**config.mk**
```make
export PLATFORM = sky130hd
export DESIGN_NAME = fp16_norm_round
export DESIGN_NICKNAME = d
export VERILOG_FILES = /design/src/rtl/fp16_norm_round_pkg.sv /design/src/rtl/fp16_rne_pack.sv /design/src/rtl/lzc16.sv /design/src/rtl/fp16_norm_round.sv
export SDC_FILE = /design/constraint.sdc
export NUM_CORES = 1
export LEC_CHECK = 0
export BUFFER_PORTS_ARGS = -buffer_cell sky130_fd_sc_hd__buf_2
export CAP_MARGIN = 40
export CORE_ASPECT_RATIO = 1.4
export CORE_UTILIZATION = 49
export DETAILED_ROUTE_END_ITERATION = 10
export PLACE_DENSITY = 0.68
export SLEW_MARGIN = 20
export SYNTH_ARGS = -nofsm -noshare
export SYNTH_HDL_FRONTEND = slang
export SYNTH_SLANG_ARGS = --single-unit
```
**constraint.sdc**
```tcl
create_clock -name clk -period 4.97 [get_ports clk]
set_input_delay 0.7455 -clock clk [delete_from_list [all_inputs] [get_ports clk]]
set_output_delay 0.7455 -clock clk [all_outputs]
set_load 0.01 [all_outputs]
```
**src/rtl/fp16_norm_round_pkg.sv**
```systemverilog
// Shared definitions for the FP16 normalise/round/pack pipeline.
// Optional feature macro: FP16_SUBNORMAL_EN (gradual underflow instead of flush-to-zero).
package fp16_norm_round_pkg;

   localparam int EXP_IN_W  = 7;
   localparam int EXP_W     = 5;
   localparam int MAN_W     = 10;
   localparam int BIAS      = 15;
   localparam int EXP_MAX   = 2 * BIAS + 1;
   localparam int INT_EXP_W = EXP_IN_W + 2;
   localparam int RAW_W     = 16;
   localparam int NRM_W     = RAW_W - 1;

   localparam int FLAG_OVF = 2;
   localparam int FLAG_UNF = 1;
   localparam int FLAG_INX = 0;

   localparam logic [EXP_W+MAN_W-1:0] FP16_INF_MAG  = 15'h7C00;
   localparam logic [EXP_W+MAN_W-1:0] FP16_ZERO_MAG = 15'h0000;

endpackage

```
**src/rtl/fp16_rne_pack.sv**
```systemverilog
// Round-to-nearest-even, overflow/underflow detection and IEEE half packing.
// Optional feature macro: FP16_SUBNORMAL_EN (tiny values kept as subnormals, else flushed).
module fp16_rne_pack
   import fp16_norm_round_pkg::*;
(
   input  logic                 sign,
   input  logic [INT_EXP_W-1:0] exponent,
   input  logic [NRM_W-1:0]     mantissa,
   input  logic                 sticky,
   input  logic                 tiny,
   input  logic                 zero,
   output logic [15:0]          data,
   output logic [2:0]           flags
);

   localparam int XW = INT_EXP_W + 1;

   logic            guard;
   logic            rs;
   logic            up;
   logic            inexact;
   logic [MAN_W+1:0] sum;
   logic [XW-1:0]   base;
   logic [XW-1:0]   exp_fin;

   // The implicit bit rides along in the sum, so sum[11:10] is 1 for a plain normal,
   // 2 after a mantissa carry, and 0/1 for a subnormal that stays/becomes normal.
   always_comb begin
      guard   = mantissa[3];
      rs      = (|mantissa[2:0]) | sticky;
      up      = guard & (rs | mantissa[4]);
      inexact = guard | rs;
      sum     = {1'b0, mantissa[NRM_W-1:4]} + {{(MAN_W+1){1'b0}}, up};
      base    = tiny ? '0 : ({exponent[INT_EXP_W-1], exponent} - XW'(1));
      exp_fin = base + {{(XW-2){1'b0}}, sum[MAN_W+1:MAN_W]};
      data    = {sign, exp_fin[EXP_W-1:0], sum[MAN_W-1:0]};
      flags   = 3'b000;
      if (zero) begin
         data = {sign, FP16_ZERO_MAG};
      end else if (tiny) begin
`ifdef FP16_SUBNORMAL_EN
         flags[FLAG_UNF] = inexact;
         flags[FLAG_INX] = inexact;
`else
         data            = {sign, FP16_ZERO_MAG};
         flags[FLAG_UNF] = 1'b1;
         flags[FLAG_INX] = 1'b1;
`endif
      end else if ($signed(exp_fin) >= $signed(XW'(EXP_MAX))) begin
         data            = {sign, FP16_INF_MAG};
         flags[FLAG_OVF] = 1'b1;
         flags[FLAG_INX] = 1'b1;
      end else begin
         flags[FLAG_INX] = inexact;
      end
   end

endmodule

```
**src/rtl/lzc16.sv**
```systemverilog
// 16-bit leading-zero counter; returns 16 for an all-zero input.
module lzc16 (
   input  logic [15:0] data,
   output logic [4:0]  count
);

   // Scan upward so the highest set bit is the last one to set the count.
   always_comb begin
      count = 5'd16;
      for (int i = 0; i < 16; i++) begin
         if (data[i]) count = 5'(15 - i);
      end
   end

endmodule

```
**src/rtl/fp16_norm_round.sv**
```systemverilog
// FP16 normalise/round/pack: 3-stage valid/ready pipeline after the adder raw-sum stage.
// S1 leading-zero count, S2 normalise shift and exponent adjust, S3 round and pack.
// Optional feature macro: FP16_SUBNORMAL_EN (denormalising right shift for tiny results).
module fp16_norm_round
   import fp16_norm_round_pkg::*;
(
   input  logic                clk,
   input  logic                resetn,
   input  logic                in_valid,
   output logic                in_ready,
   input  logic                in_sign,
   input  logic [EXP_IN_W-1:0] in_exp,
   input  logic [RAW_W-1:0]    in_man,
   input  logic                in_sticky,
   output logic                out_valid,
   input  logic                out_ready,
   output logic [15:0]         out_data,
   output logic [2:0]          out_flags
);

   logic pipe_en;

   logic [4:0]          lz_raw;
   logic                s1_valid;
   logic                s1_sign;
   logic [EXP_IN_W-1:0] s1_exp;
   logic [RAW_W-1:0]    s1_man;
   logic                s1_sticky;
   logic [3:0]          s1_lz;
   logic                s1_zero;
   logic                s1_carry;

   logic [INT_EXP_W-1:0] s1_exp_ext;
   logic [3:0]           lshift;
   logic [NRM_W-1:0]     norm_man;
   logic [INT_EXP_W-1:0] norm_exp;
   logic                 norm_sticky;
   logic                 norm_tiny;
   logic [NRM_W-1:0]     stage_man;
   logic                 stage_sticky;
`ifdef FP16_SUBNORMAL_EN
   logic [INT_EXP_W-1:0] den_dist;
   logic [3:0]           den_sh;
   logic [NRM_W-1:0]     den_mask;
`endif

   logic                 s2_valid;
   logic                 s2_sign;
   logic [INT_EXP_W-1:0] s2_exp;
   logic [NRM_W-1:0]     s2_man;
   logic                 s2_sticky;
   logic                 s2_tiny;
   logic                 s2_zero;

   logic [15:0] pack_data;
   logic [2:0]  pack_flags;

   assign pipe_en  = ~out_valid | out_ready;
   assign in_ready = pipe_en;

   lzc16 u_lzc (
      .data  (in_man),
      .count (lz_raw)
   );

   // S1: capture the beat with its leading-zero count; a count of 16 means zero mantissa.
   always_ff @(posedge clk) begin
      if (!resetn) begin
         s1_valid <= 1'b0;
      end else if (pipe_en) begin
         s1_valid  <= in_valid;
         s1_sign   <= in_sign;
         s1_exp    <= in_exp;
         s1_man    <= in_man;
         s1_sticky <= in_sticky;
         s1_lz     <= lz_raw[3:0];
         s1_zero   <= lz_raw[4];
         s1_carry  <= in_man[RAW_W-1];
      end
   end

   // S2: bring the leading one to bit 14, adjust the exponent, then denormalise tiny values.
   always_comb begin
      s1_exp_ext  = {{(INT_EXP_W-EXP_IN_W){s1_exp[EXP_IN_W-1]}}, s1_exp};
      lshift      = s1_lz - 4'd1;
      norm_man    = s1_carry ? s1_man[RAW_W-1:1] : (s1_man[NRM_W-1:0] << lshift);
      norm_exp    = s1_carry ? (s1_exp_ext + INT_EXP_W'(1))
                             : (s1_exp_ext - {{(INT_EXP_W-4){1'b0}}, lshift});
      norm_sticky = s1_sticky | (s1_carry & s1_man[0]);
      norm_tiny   = ($signed(norm_exp) <= 0);
`ifdef FP16_SUBNORMAL_EN
      den_dist = INT_EXP_W'(1) - norm_exp;
      if (!norm_tiny) begin
         den_sh = 4'd0;
      end else if ($signed(den_dist) > $signed(INT_EXP_W'(12))) begin
         den_sh = 4'd12;
      end else begin
         den_sh = den_dist[3:0];
      end
      den_mask     = (NRM_W'(1) << den_sh) - NRM_W'(1);
      stage_man    = norm_man >> den_sh;
      stage_sticky = norm_sticky | (|(norm_man & den_mask));
`else
      stage_man    = norm_man;
      stage_sticky = norm_sticky;
`endif
   end

   // S2 register: hold the normalised operand for rounding.
   always_ff @(posedge clk) begin
      if (!resetn) begin
         s2_valid <= 1'b0;
      end else if (pipe_en) begin
         s2_valid  <= s1_valid;
         s2_sign   <= s1_sign;
         s2_exp    <= norm_exp;
         s2_man    <= stage_man;
         s2_sticky <= stage_sticky;
         s2_tiny   <= norm_tiny;
         s2_zero   <= s1_zero;
      end
   end

   fp16_rne_pack u_pack (
      .sign     (s2_sign),
      .exponent (s2_exp),
      .mantissa (s2_man),
      .sticky   (s2_sticky),
      .tiny     (s2_tiny),
      .zero     (s2_zero),
      .data     (pack_data),
      .flags    (pack_flags)
   );

   // S3 output register: only moves when downstream can take it, so a stalled result holds.
   always_ff @(posedge clk) begin
      if (!resetn) begin
         out_valid <= 1'b0;
         out_data  <= 16'h0000;
         out_flags <= 3'b000;
      end else if (pipe_en) begin
         out_valid <= s2_valid;
         out_data  <= pack_data;
         out_flags <= pack_flags;
      end
   end

endmodule

```
==> flow_summary.toml <==
[critical_path]
crit_type = "flop to flop"
crit_required_ps = 5120
cp_max_fo = 23
cp_num_buf_inv = 2
start_kind = "flop"
critPathTopFamily = "adder cells"
critical_path.endpoint_type = "flop"
arrival_ps = 3850
max_stage_delay_ps = 830
crit_chain = "buf_4 -> inv_2 -> ha_1 -> and3_1 -> ha_1 -> nor2b_1 -> ha_1 -> o21ai_0 -> a21boi_0 -> or4_1 -> nand3_1 -> o41ai_1"
crit_top_cell = "ha_1"
cpMaxStageDelayCell = "ha_1"
r2r_slack_ps = 1270

[worst_hold_path]
hold_path_class = "flop to flop"

[routing]
vias_per_cell = 5.71
drtIter0Drc = 139
first_pass_iters = 10
wl_per_cell_um = 14.5
totalWireLength_um = 9050
post-route-drc-count = 5
ant_nets = 0
vias = 3556

[yosys]
synth_mux_area_share_pct = 6.11
ys_seq_area_share_pct = 45.9
synth_top_family_by_area = "compound AO/OA/AOI/OAI gates"
synth-edff-count = 57
synthAdderAreaFrac_pct = 4.59
synthXorXnorAreaFrac_pct = 4.30
synth-async-reset-ratio_pct = 0
syn_area_um2 = 4690
ys_ff_latch = 79
yosysWarningCount = 0
avgSynthCellArea_um2 = 10.1
synth_compound_area_share_pct = 17.3
ys.flop_type = "edfxtp_1"
syn_nets = 511
syn_inst = 466
synth_cell_types = 68
synth_simple_gate_area_share_pct = 17.3

[place]
dpl_worst_slack_ps = 1260
gp_congestion = 0.904
port_buffers = 49
dp_hpwl_um = 6780
post-place-cells = 605

[cts]
cts_max_level = 3
post_cts_resized = 0
holdBufCountCts = 0
path_clk_slew_ps = 60
insertion_delay_ps = 340
cts_buffers = 9
post_cts.repair.setup_buffers = 0
cts_sinks = 79
cts_tree = "yes"
cts_root_buf = "clkbuf_16"
clockBufferDepth = 2

[global_routing]
grtUsageTotal_pct = 19.9
grt_max_degree = 35
antenna_found_initial = 0
grt_pass1_vias = 3464
overflow = 0
grt_pass1_wl_um = 15600

[timing]
slew_headroom_pct = 46.6
skew_ps = 4.24
drv_slew = 0
fmax_ghz = 0.270
worst_slew_pin_slew_ps = 800
rsz0062_at_grt = "false"
period_minus_slack_ps = 3700
worst_slack_ps = 1270
hold_viol_final = 0
layout_worst_path_cycle_share_pct = 74.4
setup_viol = 0
finalSetupTns_ps = 0

[floorplan]
core_area_um2 = 9130
die_area_um2 = 9970
initial_core_util_pct = 51.3
die_h_um = 118
io_pins = 50
die_x_um = 84.7
core.rowCount = 41

[pwr]
switching_power_mw = 0.524
combPwrFrac_pct = 21.5
intPower_mw = 1.29
leakage_nw = 2.08
vdd_drop_max_uv = 216
finalPower_mw = 1.82
p_sw_share_pct = 28.9
pwr-share-clk_pct = 32.8
p_per_area_nw_per_um2 = 344
p_seq_share_pct = 45.7

[outcome]
status = "finished, violations left"
violations = "design-rule violations"

[finish]
antennaDiodeCount = 0
area_growth_pct = 12.7
drive_gt1_share_pct = 19.6
fin_cells = 623
final_nets = 556

[job]
cap_violations = 0
[power by group through the flow]
stage	Sequential [mW]	Combinational, mW	Clock [mW]
detailed placement	0.845	0.383	0
global route	0.839	0.438	0.643
global placement	0.844	0.372	0
CTS	0.832	0.385	0.614
finish	0.830	0.391	0.596
floorplan	0.831	0.306	0
[cell usage after synthesis (all sizes together), types with 3 or more instances]
library cell	number	area, µm²
o211ai	5	37.5
ha	14	175
a32oi	10	87.6
inv	21	78.8
nor3b	3	27.5
nor4	7	43.8
dfxtp	22	440
edfxtp	57	1710
a21oi	15	75.1
nor3	15	75.1
a21boi	6	45.0
and3	5	31.3
buf	8	55.1
mux2	8	93.8
a2bb2oi	3	26.3
o31ai	6	45.0
xor2	7	61.3
xnor2	16	140
nand4	4	25.0
a22oi	4	30.0
nor2	35	131
a22o	3	26.3
nor2b	7	43.8
nand2	48	180
clkbuf	15	76.3
or4	4	33.8
nand2b	3	18.8
and2	3	18.8
a21o	4	30.0
nand3	20	105
mux2i	17	170
o21ai	39	233
[metrics by stage]
stage / hold WS (ps) / cell area [µm²] / util [%]
CTS: 430 / 5260 / 57.6
global placement: 419 / 4970 / 54.4
detailed placement: 416 / 4990 / 54.7
floorplan: 400 / 4690 / -
finish: 423 / 5290 / 57.9
global route: 441 / 5290 / 57.9
[state kept, by name, summed over array words and instances (netlist names), 3 cells and up]
signal / count
s2_man: 15
s1_exp: 7
s1_lz: 4
s1_man: 16
out_flags: 3
s2_exp: 8
out_data: 16
[cell families after synthesis]
logic type,after synthesis
buffers and inverters,44
muxes,26
xor gates and xnor gates,23
and+or+nand+nor,164
adders and majority gates,16
DFF,79
AOI/OAI and AO/OA,114
[worst paths after layout]
kind | start | endpoint | cells past startpoint
max | s1_lz[0] | s2_tiny | 12
min | s1_sign | s2_sign | 0
max reg2reg | s1_lz[0] | s2_tiny | 12
min reg2reg | s1_sign | s2_sign | 0
[per-layer routing]
| metal | GRT usage [%] | share of wire, % | vias to the layer above | wire (µm) |
|---|---|---|---|---|
| met4 | 8.58 | 2.0 | 0 | 179 |
| li1 | - | - | 1824 | - |
| met2 | 34.5 | 53 | 94 | 4760 |
| met1 | 22.7 | 41 | 1623 | 3720 |
| met5 | 0 | 0 | - | 0 |
| met3 | 5.54 | 4.3 | 15 | 385 |
[cell type report]
class	instances	area, µm²
Multi-Input combinational cell	343	2330
Sequential cell	79	2150
Tap cell	107	134
Clock inverter	4	22.5
Clock buffer	12	246
Inverter	21	78.8
Timing Repair Buffer	57	325
Fill cell	795	3850
[cell usage in the layout (no fill, tap or decap), types with 3 or more instances in the layout]
cell type,Yosys,final
dfxtp_1,22,22
o21ai_0,25,25
nand2b_1,3,3
clkinv_2,0,3
nand4_1,4,4
xnor2_1,16,16
o21ai_2,10,10
nor4_1,7,7
nor2_1,35,35
ha_1,14,14
edfxtp_1,57,57
nor3_1,15,15
mux2i_1,17,17
a2bb2oi_1,3,3
nand3_1,19,19
buf_4,3,6
mux2_2,7,7
or4_1,3,3
nor2b_1,7,7
a22oi_1,4,4
inv_1,20,19
a21oi_1,15,15
and3_1,5,5
o21ai_1,4,4
a32oi_1,10,10
a21boi_0,6,6
a21o_1,4,4
nand2_1,48,48
xor2_1,7,7
o211ai_1,5,5
clkbuf_16,0,9
buf_2,2,49
a22o_1,3,3
and2_1,3,3
o31ai_1,6,6
Power figures use the tool's default switching activity.
